[config.mk]
export PLATFORM = sky130hd
export DESIGN_NAME = delay_event_scheduler_flat
export DESIGN_NICKNAME = d
export VERILOG_FILES = /design/src/rtl/delay_event_scheduler_pkg.sv /design/src/rtl/delay_event_scheduler_if.sv /design/src/rtl/delay_event_scheduler_slot.sv /design/src/rtl/delay_event_scheduler.sv /design/src/flat_wrapper.sv
export SDC_FILE = /design/constraint.sdc
export NUM_CORES = 1
export LEC_CHECK = 0
export CAP_MARGIN = 20
export CELL_PAD_IN_SITES_DETAIL_PLACEMENT = 0
export CELL_PAD_IN_SITES_GLOBAL_PLACEMENT = 1
export CORE_UTILIZATION = 40
export DETAILED_ROUTE_END_ITERATION = 7
export GPL_TIMING_DRIVEN = 0
export PLACE_DENSITY = 0.7
export SETUP_SLACK_MARGIN = 0.02
export SLEW_MARGIN = 25
export SYNTH_ARGS = -nofsm -noshare
export SYNTH_HDL_FRONTEND = slang
export SYNTH_HIERARCHICAL = 1
export SYNTH_SLANG_ARGS = --single-unit
[constraint.sdc]
create_clock -name clk -period 3.4 [get_ports clk]
set_input_delay 0.68 -clock clk [delete_from_list [all_inputs] [get_ports clk]]
set_output_delay 0.68 -clock clk [all_outputs]
set_load 0.005 [all_outputs]
[src/rtl/delay_event_scheduler_pkg.sv]
// Shared types for the delay event scheduler: default widths and the per-slot record.
package delay_event_scheduler_pkg;

    localparam int SCHED_SLOTS = 4;
    localparam int SCHED_DW    = 8;
    localparam int SCHED_IW    = 4;

    typedef struct packed {
        logic                valid;
        logic [SCHED_DW-1:0] cnt;
        logic [SCHED_IW-1:0] id;
    } slot_t;

endpackage

[src/rtl/delay_event_scheduler_if.sv]
// Request and fire channels of the scheduler.
// Both channels use valid/ready: a transfer happens on a clock edge where valid && ready are both 1;
// valid never depends on ready and ready never depends on valid.
interface delay_event_scheduler_if #(
    parameter int DW = 8,
    parameter int IW = 4
) ();
    logic          req_valid;
    logic          req_ready;
    logic [DW-1:0] req_delay;
    logic [IW-1:0] req_id;
    logic          fire_valid;
    logic          fire_ready;
    logic [IW-1:0] fire_id;

    modport master (
        output req_valid, req_delay, req_id, fire_ready,
        input  req_ready, fire_valid, fire_id
    );

    modport slave (
        input  req_valid, req_delay, req_id, fire_ready,
        output req_ready, fire_valid, fire_id
    );
endinterface

[src/rtl/delay_event_scheduler_slot.sv]
// One pending-event slot: loads a delay and ID, counts down on tick, flags expiry at zero.
module delay_event_scheduler_slot
    import delay_event_scheduler_pkg::*;
(
    input  logic  clk,
    input  logic  rst_n,
    input  logic  tick,
    input  logic  load,
    input  logic  clear,
    input  slot_t load_val,
    output slot_t state,
    output logic  expired
);

    // clear wins over load; the top never asserts both for the same slot outside a flush
    always_ff @(posedge clk or negedge rst_n) begin
        if (!rst_n) begin
            state <= '0;
        end else if (clear) begin
            state.valid <= 1'b0;
        end else if (load) begin
            state       <= load_val;
            state.valid <= 1'b1;
        end else if (tick && state.valid && (state.cnt != '0)) begin
            state.cnt <= state.cnt - 1'b1;
        end
    end

    assign expired = state.valid && (state.cnt == '0);

endmodule

[src/rtl/delay_event_scheduler.sv]
// Timed-event scheduler: holds SLOTS delayed events and releases expired ones oldest-accepted first.
module delay_event_scheduler
    import delay_event_scheduler_pkg::*;
#(
    parameter  int SLOTS = SCHED_SLOTS,
    parameter  int DW    = SCHED_DW,
    parameter  int IW    = SCHED_IW,
    localparam int CW    = $clog2(SLOTS + 1)
) (
    input  logic                          clk,
    input  logic                          rst_n,
    input  logic                          tick,
    input  logic                          flush,
    delay_event_scheduler_if.slave        bus,
    output logic [CW-1:0]                 occupancy
);

    slot_t             slot_q  [SLOTS];
    logic [SLOTS-1:0]  valid_w;
    logic [SLOTS-1:0]  exp_w;
    logic [SLOTS-1:0]  load_oh;
    logic [SLOTS-1:0]  sel_oh;
    logic [SLOTS-1:0]  clear_w;
    logic [SLOTS-1:0]  older_q [SLOTS];
    logic              accept;
    logic              fire;
    slot_t             load_val;

    assign load_val = '{valid: 1'b1, cnt: bus.req_delay, id: bus.req_id};

    for (genvar i = 0; i < SLOTS; i++) begin : g_slot
        delay_event_scheduler_slot u_slot (
            .clk      (clk),
            .rst_n    (rst_n),
            .tick     (tick),
            .load     (accept && load_oh[i]),
            .clear    (clear_w[i]),
            .load_val (load_val),
            .state    (slot_q[i]),
            .expired  (exp_w[i])
        );
        assign valid_w[i] = slot_q[i].valid;
        // older_q[i][j]=1 means slot j was accepted before slot i
        assign sel_oh[i]  = exp_w[i] && ((older_q[i] & exp_w) == '0);
        assign clear_w[i] = flush || (fire && sel_oh[i]);
    end

    // lowest clear bit of valid_w; zero when every slot is taken
    assign load_oh       = ~valid_w & (valid_w + 1'b1);
    assign bus.req_ready = ~&valid_w;
    assign bus.fire_valid = |exp_w;
    assign accept        = bus.req_valid && bus.req_ready && !flush;
    assign fire          = bus.fire_valid && bus.fire_ready && !flush;

    always_comb begin
        bus.fire_id = '0;
        occupancy   = '0;
        for (int i = 0; i < SLOTS; i++) begin
            if (sel_oh[i]) bus.fire_id = bus.fire_id | slot_q[i].id;
            occupancy = occupancy + CW'(valid_w[i]);
        end
    end

    always_ff @(posedge clk or negedge rst_n) begin
        if (!rst_n) begin
            older_q <= '{default: '0};
        end else if (flush) begin
            older_q <= '{default: '0};
        end else if (accept) begin
            for (int k = 0; k < SLOTS; k++) begin
                for (int j = 0; j < SLOTS; j++) begin
                    if (load_oh[k]) begin
                        older_q[k][j] <= (j != k) && valid_w[j];
                    end else if (load_oh[j]) begin
                        older_q[k][j] <= 1'b0;
                    end
                end
            end
        end
    end

endmodule

[src/flat_wrapper.sv]
// flat-port wrapper written by rule: the top's interface ports become plain ports
module delay_event_scheduler_flat import delay_event_scheduler_pkg::*;
#(
    parameter  int SLOTS = SCHED_SLOTS,
    parameter  int DW    = SCHED_DW,
    parameter  int IW    = SCHED_IW,
    localparam int CW    = $clog2(SLOTS + 1)
)
  (clk, rst_n, tick, flush, occupancy, bus_req_valid, bus_req_delay, bus_req_id, bus_fire_ready, bus_req_ready, bus_fire_valid, bus_fire_id);
  delay_event_scheduler_if #(.DW(DW), .IW(IW)) bus_i ();
  input  logic clk;
  input  logic rst_n;
  input  logic tick;
  input  logic flush;
  output logic [CW-1:0] occupancy;
  input wire logic [$bits(bus_i.req_valid)-1:0] bus_req_valid;
  input wire logic [$bits(bus_i.req_delay)-1:0] bus_req_delay;
  input wire logic [$bits(bus_i.req_id)-1:0] bus_req_id;
  input wire logic [$bits(bus_i.fire_ready)-1:0] bus_fire_ready;
  output wire logic [$bits(bus_i.req_ready)-1:0] bus_req_ready;
  output wire logic [$bits(bus_i.fire_valid)-1:0] bus_fire_valid;
  output wire logic [$bits(bus_i.fire_id)-1:0] bus_fire_id;
  assign bus_i.req_valid = bus_req_valid;
  assign bus_i.req_delay = bus_req_delay;
  assign bus_i.req_id = bus_req_id;
  assign bus_i.fire_ready = bus_fire_ready;
  assign bus_req_ready = bus_i.req_ready;
  assign bus_fire_valid = bus_i.fire_valid;
  assign bus_fire_id = bus_i.fire_id;
  delay_event_scheduler #(.SLOTS(SLOTS), .DW(DW), .IW(IW)) u_core (.clk(clk), .rst_n(rst_n), .tick(tick), .flush(flush), .bus(bus_i), .occupancy(occupancy));
endmodule
### After elaboration in Yosys (flattened, before gate mapping)

Index checks and enable logic that the tools add are counted.

* memories: 0
* memory bits (writable): 0
* flip-flop bits (word level): 68
* output and inout bits: 9
* ROM bits: 0
* input bits: 18
* bits in latches: 0

* $lt $le $gt $ge: 0
* reductions and logical operators: 85
* bitwise operators: 13
* equality and inequality tests: 0
* muxes and demuxes: 38
* div/mod/pow operators: 0
* $add $sub $neg: 8
* multipliers: 0
* shift-type cells: 0

Operators with widths (number)
* $mux W8: 8
* $reduce_and A2 Y1: 18
* $logic_not A8 Y1: 4
* $mux W16: 2
* $reduce_bool A8 Y1: 4
* $sub A8 B1 Y8 const B: 4
* $logic_and A1 B1 Y1: 28
* $reduce_bool A2 Y1: 13
* $mux W1: 24
* $and A4 B4 Y4: 5
* $reduce_bool A3 Y1: 6
* $logic_not A4 Y1: 4
* $mux W4: 4
* $or A4 B4 Y4: 3
* $add A3 B1 Y3: 2
* $add A4 B1 Y4 const B: 1
* $logic_or A1 B1 Y1: 4
* $not A1 Y1: 4
* $not A4 Y4: 1
* $reduce_and A4 Y1: 1
* $reduce_or A4 Y1: 1
* $add A1 B1 Y2: 1
* $logic_not A1 Y1: 2

### Depth between registers and ports, before layout

* depth after elaboration: 12
* mapped depth: 11
* mapped depth without buffers: 10

### Hierarchy

Netlist, hierarchy kept.

Modules (own cells, without submodules)
* delay_event_scheduler_slot: cells each 87, seq. area each 325.3 sq um, times used 4, area an instance 777.0 sq um
* delay_event_scheduler: cells each 112, seq. area each 300.3 sq um, times used 1, area an instance 924.6 sq um

### Worst setup path after synthesis

OpenSTA, ideal clock, no wires.

* kind: register to register
* from: reg u_core/g_slot[2].u_slot/state[4] (netlist bit)
* to: reg u_core/g_slot[1].u_slot/state[9] (netlist bit)
* slack: 0.731 ns
* data required time: 3.279 ns
* library setup time: 0.121 ns
* arrival: 2.548 ns
* stages on the path, launching flop included: 11
* cells stage by stage: dfrtp_1 inv_1 ha_1 nor3b_1 and3_2 clkbuf_1 a22oi_1 a41o_1 a221oi_4 o21ai_1 a22o_1

* cells in the longest elaborated chain, start to end: 9

Ends and longest elaborated chain
* start: declaration: RTL line delay_event_scheduler_slot.sv:11 `output slot_t state,`
* start signal: assignment: RTL line delay_event_scheduler_slot.sv:22 `state <= load_val;`
* $logic_not A8 Y1 *: RTL line delay_event_scheduler_slot.sv:29 `assign expired = state.valid && (state.cnt == '0);`
* $logic_and A1 B1 Y1 *: RTL line delay_event_scheduler_slot.sv:29
* named net u_core.exp_w[2]: RTL line delay_event_scheduler.sv:20 `logic [SLOTS-1:0] exp_w;`
* $and A4 B4 Y4 / $reduce_or A4 Y1 (equally long branches): RTL line delay_event_scheduler.sv:44, delay_event_scheduler.sv:51
* $logic_not A4 Y1 / $logic_and A1 B1 Y1 (equally long branches): RTL line delay_event_scheduler.sv:44, delay_event_scheduler.sv:53
* $logic_and A1 B1 Y1 (on tied branches): RTL line delay_event_scheduler.sv:44, delay_event_scheduler.sv:53
* $logic_and A1 B1 Y1 *: RTL line delay_event_scheduler.sv:45 `assign clear_w[i] = flush || (fire && sel_oh[i]);`
* $logic_or A1 B1 Y1 *: RTL line delay_event_scheduler.sv:45
* named net u_core.clear_w[1]: RTL line delay_event_scheduler.sv:23 `logic [SLOTS-1:0] clear_w;`
* $not A1 Y1 (no source line) *
* $reduce_and A2 Y1 (no source line) *
* end signal: assignment: RTL line delay_event_scheduler_slot.sv:22
* end: declaration: RTL line delay_event_scheduler_slot.sv:11

The timed path passes the listed nets; every way through them passes the cells marked *.
A chain may end at the register's enable or synchronous reset.

### Final worst setup path

* from: reg u_core/g_slot[2].u_slot/state[8] (netlist bit)
* to: out bus_fire_id[1]

* cells in the longest elaborated chain, start to end: 12

Ends and longest elaborated chain
* $logic_not A8 Y1 *: RTL line delay_event_scheduler_slot.sv:29
* $logic_and A1 B1 Y1 *: RTL line delay_event_scheduler_slot.sv:29
* named net u_core.exp_w[2]: RTL line delay_event_scheduler.sv:20
* $and A4 B4 Y4: RTL line delay_event_scheduler.sv:44 `assign sel_oh[i] = exp_w[i] && ((older_q[i] & exp_w) == '0);`
* $logic_not A4 Y1: RTL line delay_event_scheduler.sv:44
* $logic_and A1 B1 Y1: RTL line delay_event_scheduler.sv:44
* $mux W4: RTL line delay_event_scheduler.sv:59 `if (sel_oh[i]) bus.fire_id = bus.fire_id | slot_q[i].id;`
* $or A4 B4 Y4: RTL line delay_event_scheduler.sv:59
* $mux W4: RTL line delay_event_scheduler.sv:59
* $or A4 B4 Y4: RTL line delay_event_scheduler.sv:59
* $mux W4: RTL line delay_event_scheduler.sv:59
* $or A4 B4 Y4: RTL line delay_event_scheduler.sv:59
* $mux W4 *: RTL line delay_event_scheduler.sv:59
* end: declaration: RTL line flat_wrapper.sv:22 `output wire logic [$bits(bus_i.fire_id)-1:0] bus_fire_id;`

Marked as above.

==> metrics.sh <==
POST-ROUTE-MIN-PERIOD_PS=3240
MIN_PERIOD_OVER_PERIOD_PCT=95.4
MAX_CAP_VIOLATIONS=0
WORST-ENDPOINT-REQUIRED_PS=2720
ROUTE.VIAS.TOTAL=3678
POSTROUTEANTENNANETS=0
OUTCOME='finished, final reports clean'
WORST_SLEW_PIN_SLEW_PS=738
NUMBER_OF_GLOBAL_ROUTE_VIAS_BEFORE_REPAIR=3472
CLOCK_BUFFER_COUNT_FROM_CTS=9
ROWS=36
DRT_FIRST_PASS_ITERS=5
WORST_SETUP_PATH_START_KIND='register'
TIMING.FMAX_MHz=308
CTS_MAX_LEVEL=3
HOLD_VIOL=0
SYNTH_AREA_UM2=4030
SYNTHESIS.YOSYS.WARNINGS=6
CTS_HOLD_BUFFERS=0
CLK_PATH_BUF_DEPTH=2
FILL_CELLS=971
GRTUSAGETOTAL_PCT=24.3
WHS_PS=198
WORSTSETUPENDPOINTTYPE='primary output'
DRT_FIRST_ITER_VIOLATIONS=191
ARRIVAL_PS=2560
GRT_PASS1_WL_UM=18800
SETUP_VIOL=0
WORSTREGTOREGCELLS=7
PLACE.DETAILED.HPWL_UM=8450
DIE_WIDTH_UM=102
SYNTHESIS.INSTANCES=459
CRITPATHMAXFANOUT=9
GP_CONGESTION=0.777
SLEW_VIOL_FINAL=0
TRITONCTS='yes'
IO_PINS=27
RSZ0062_AT_GRT='false'
WORST_SKEW_PAIR.LATE_LATENCY_PS=350
LEAKAGE_nW=1.96
CLOCK_PIN_SLEW_WORST_SETUP_AND_HOLD_PATHS_PS=80
WORSTSETUPPATHTYPE='reg2out'
DETAILED_PLACE.AREA_UM2=4480
SYNTHESIS.AREA_PER_INSTANCE_UM2=8.78
CORE-AREA_UM2=9770
WORST_IR_DROP_VDD_mV=0.204
CLOCK-SINKS=64
MULTI_INPUT_COMB_AREA_UM2=2360
LARGEST_NET_DEGREE_AT_THE_START_OF_GLOBAL_ROUTING=48
VIAS_PER_CELL=5.77
DRC=0
LAYOUT-AREA-OVERHEAD-VS-SYNTH_PCT=18.2
CRITICAL_PATH.ENDPOINT='bus_fire_id[1]'
CTS.ROOT.BUFFER_CELL='clkbuf_8'
RR_ENDPOINT='u_core/g_slot[2].u_slot/state[9]$_DFFE_PN0P_'
GR_OVERFLOW_TOTAL=0
SEQUENTIAL_CELL_AREA_UM2=1610
PLACEMENT.IO_BUFFERS=25
N_ANTENNA_CELL=0
AVGROUTEDWIREPERCELL_UM=18.5
SHARE_OF_LAYOUT_CELLS_ABOVE_DRIVE_STRENGTH_1_PCT=13.5
DIE_AREA_UM2=10500
FINALINSTANCEAREA_UM2=4760
ANTENNA_FOUND_INITIAL=0
HP-CLASS='in2async'
CRITICAL_PATH_LAUNCH_POINT='u_core/g_slot[2].u_slot/state[8]$_DFFE_PN0P_'
FLOORPLAN.DIE.HEIGHT_UM=102
R2R_SETUP_SLACK_PS=380
ROUTE.FINAL.WIRE_LENGTH_UM=11800
FINAL.SETUP_SKEW_PS=13.9
POSTSYNTHNETCOUNT=489
START_UTIL_PCT=41.2
WORST_SLEW_MARGIN_RELATIVE_TO_ITS_LIMIT_PCT=50.4
POWER_DENSITY_CELLS_nW_PER_UM2=404
REG2REG_FROM='u_core/g_slot[2].u_slot/state[12]$_DFFE_PN0P_'
NETS=530
[worst min path at each step]
stage / start / end
global route: rst_n / u_core/older_q[10]$_DFFE_PN0P_
floorplan: rst_n / u_core/g_slot[0].u_slot/state[0]$_DFFE_PN0P_
detailed placement: u_core/g_slot[3].u_slot/state[2]$_DFFE_PN0P_ / u_core/g_slot[3].u_slot/state[2]$_DFFE_PN0P_
global placement: u_core/g_slot[3].u_slot/state[2]$_DFFE_PN0P_ / u_core/g_slot[3].u_slot/state[2]$_DFFE_PN0P_
CTS: rst_n / u_core/older_q[5]$_DFFE_PN0P_
finish: rst_n / u_core/older_q[10]$_DFFE_PN0P_
[cell usage in the layout, fill, tap and decap left out, drive strengths merged, types with 12 or more instances in the layout]
master,instances
o22ai,12
nand4,24
inv,24
clkdlybuf4s50,24
clkbuf,19
nor2,30
o21ai,27
nand2,96
dfrtp,64
a21oi,32
[timing repair]
item,CTS,global route
endpoints found under the setup margin,6,5
pin swaps,2,2
setup buffers,2,6
gates resized for setup,9,7
[area by class of cell]
cell class | count | area share [%]
clock inverters | 3 | 0.368
clock buffers | 12 | 3.26
well taps | 133 | 3.49
multi-input cells | 359 | 49.5
repair buffers | 34 | 7.04
flip-flops and latches | 64 | 33.7
inverters | 24 | 1.89
plain buffers | 8 | 0.736
[metrics by stage]
step | setup TNS, ps | total power [W] | instances | setup slack (ps) | util (%)
5_1_grt | 0 | 0.00204 | 637 | 38.0 | 48.7
4_1_cts | 0 | 0.00193 | 631 | 14.8 | 48.1
2_1_floorplan | 0 | 0.00116 | 459 | 731 | -
6_report | 0 | 0.00193 | 637 | 157 | 48.7
3_3_place_gp | -49920 | 0.00129 | 617 | -693 | 45.5
3_5_place_dp | -197 | 0.00130 | 618 | -138 | 45.9
[sequential cells by signal (all words and copies together), names as in the netlist]
register and cells:
u_core/older_q 12, u_core/g_slot.u_slot/state 52
[metal layers]
layer  up-vias  share of wire, %  GRT usage [%]
met5         -                 0              0
met3        20               4.2           3.97
li1       1779                 -              -
met2        95                47           38.8
met1      1784                47           33.5
met4         0               2.0           8.46
[where the power goes]
group | leakage [nW] | internal (W) | switching [W]
logic | 1.05 | 0.000174 | 0.000230
clock network | 0.0882 | 0.000298 | 0.000307
registers | 0.823 | 0.000837 | 0.0000799
total | 1.96 | 0.00131 | 0.000617
[worst max-delay path, cell delays in order, from the launching register on]
cell,delay [ps]
dfrtp_1,450
nor4_4,530
and3_4,390
a22oi_2,130
nand4_1,130
nand4_1,110
clkdlybuf4s50_1,470
No activity file was read; power rests on OpenSTA's default activity.
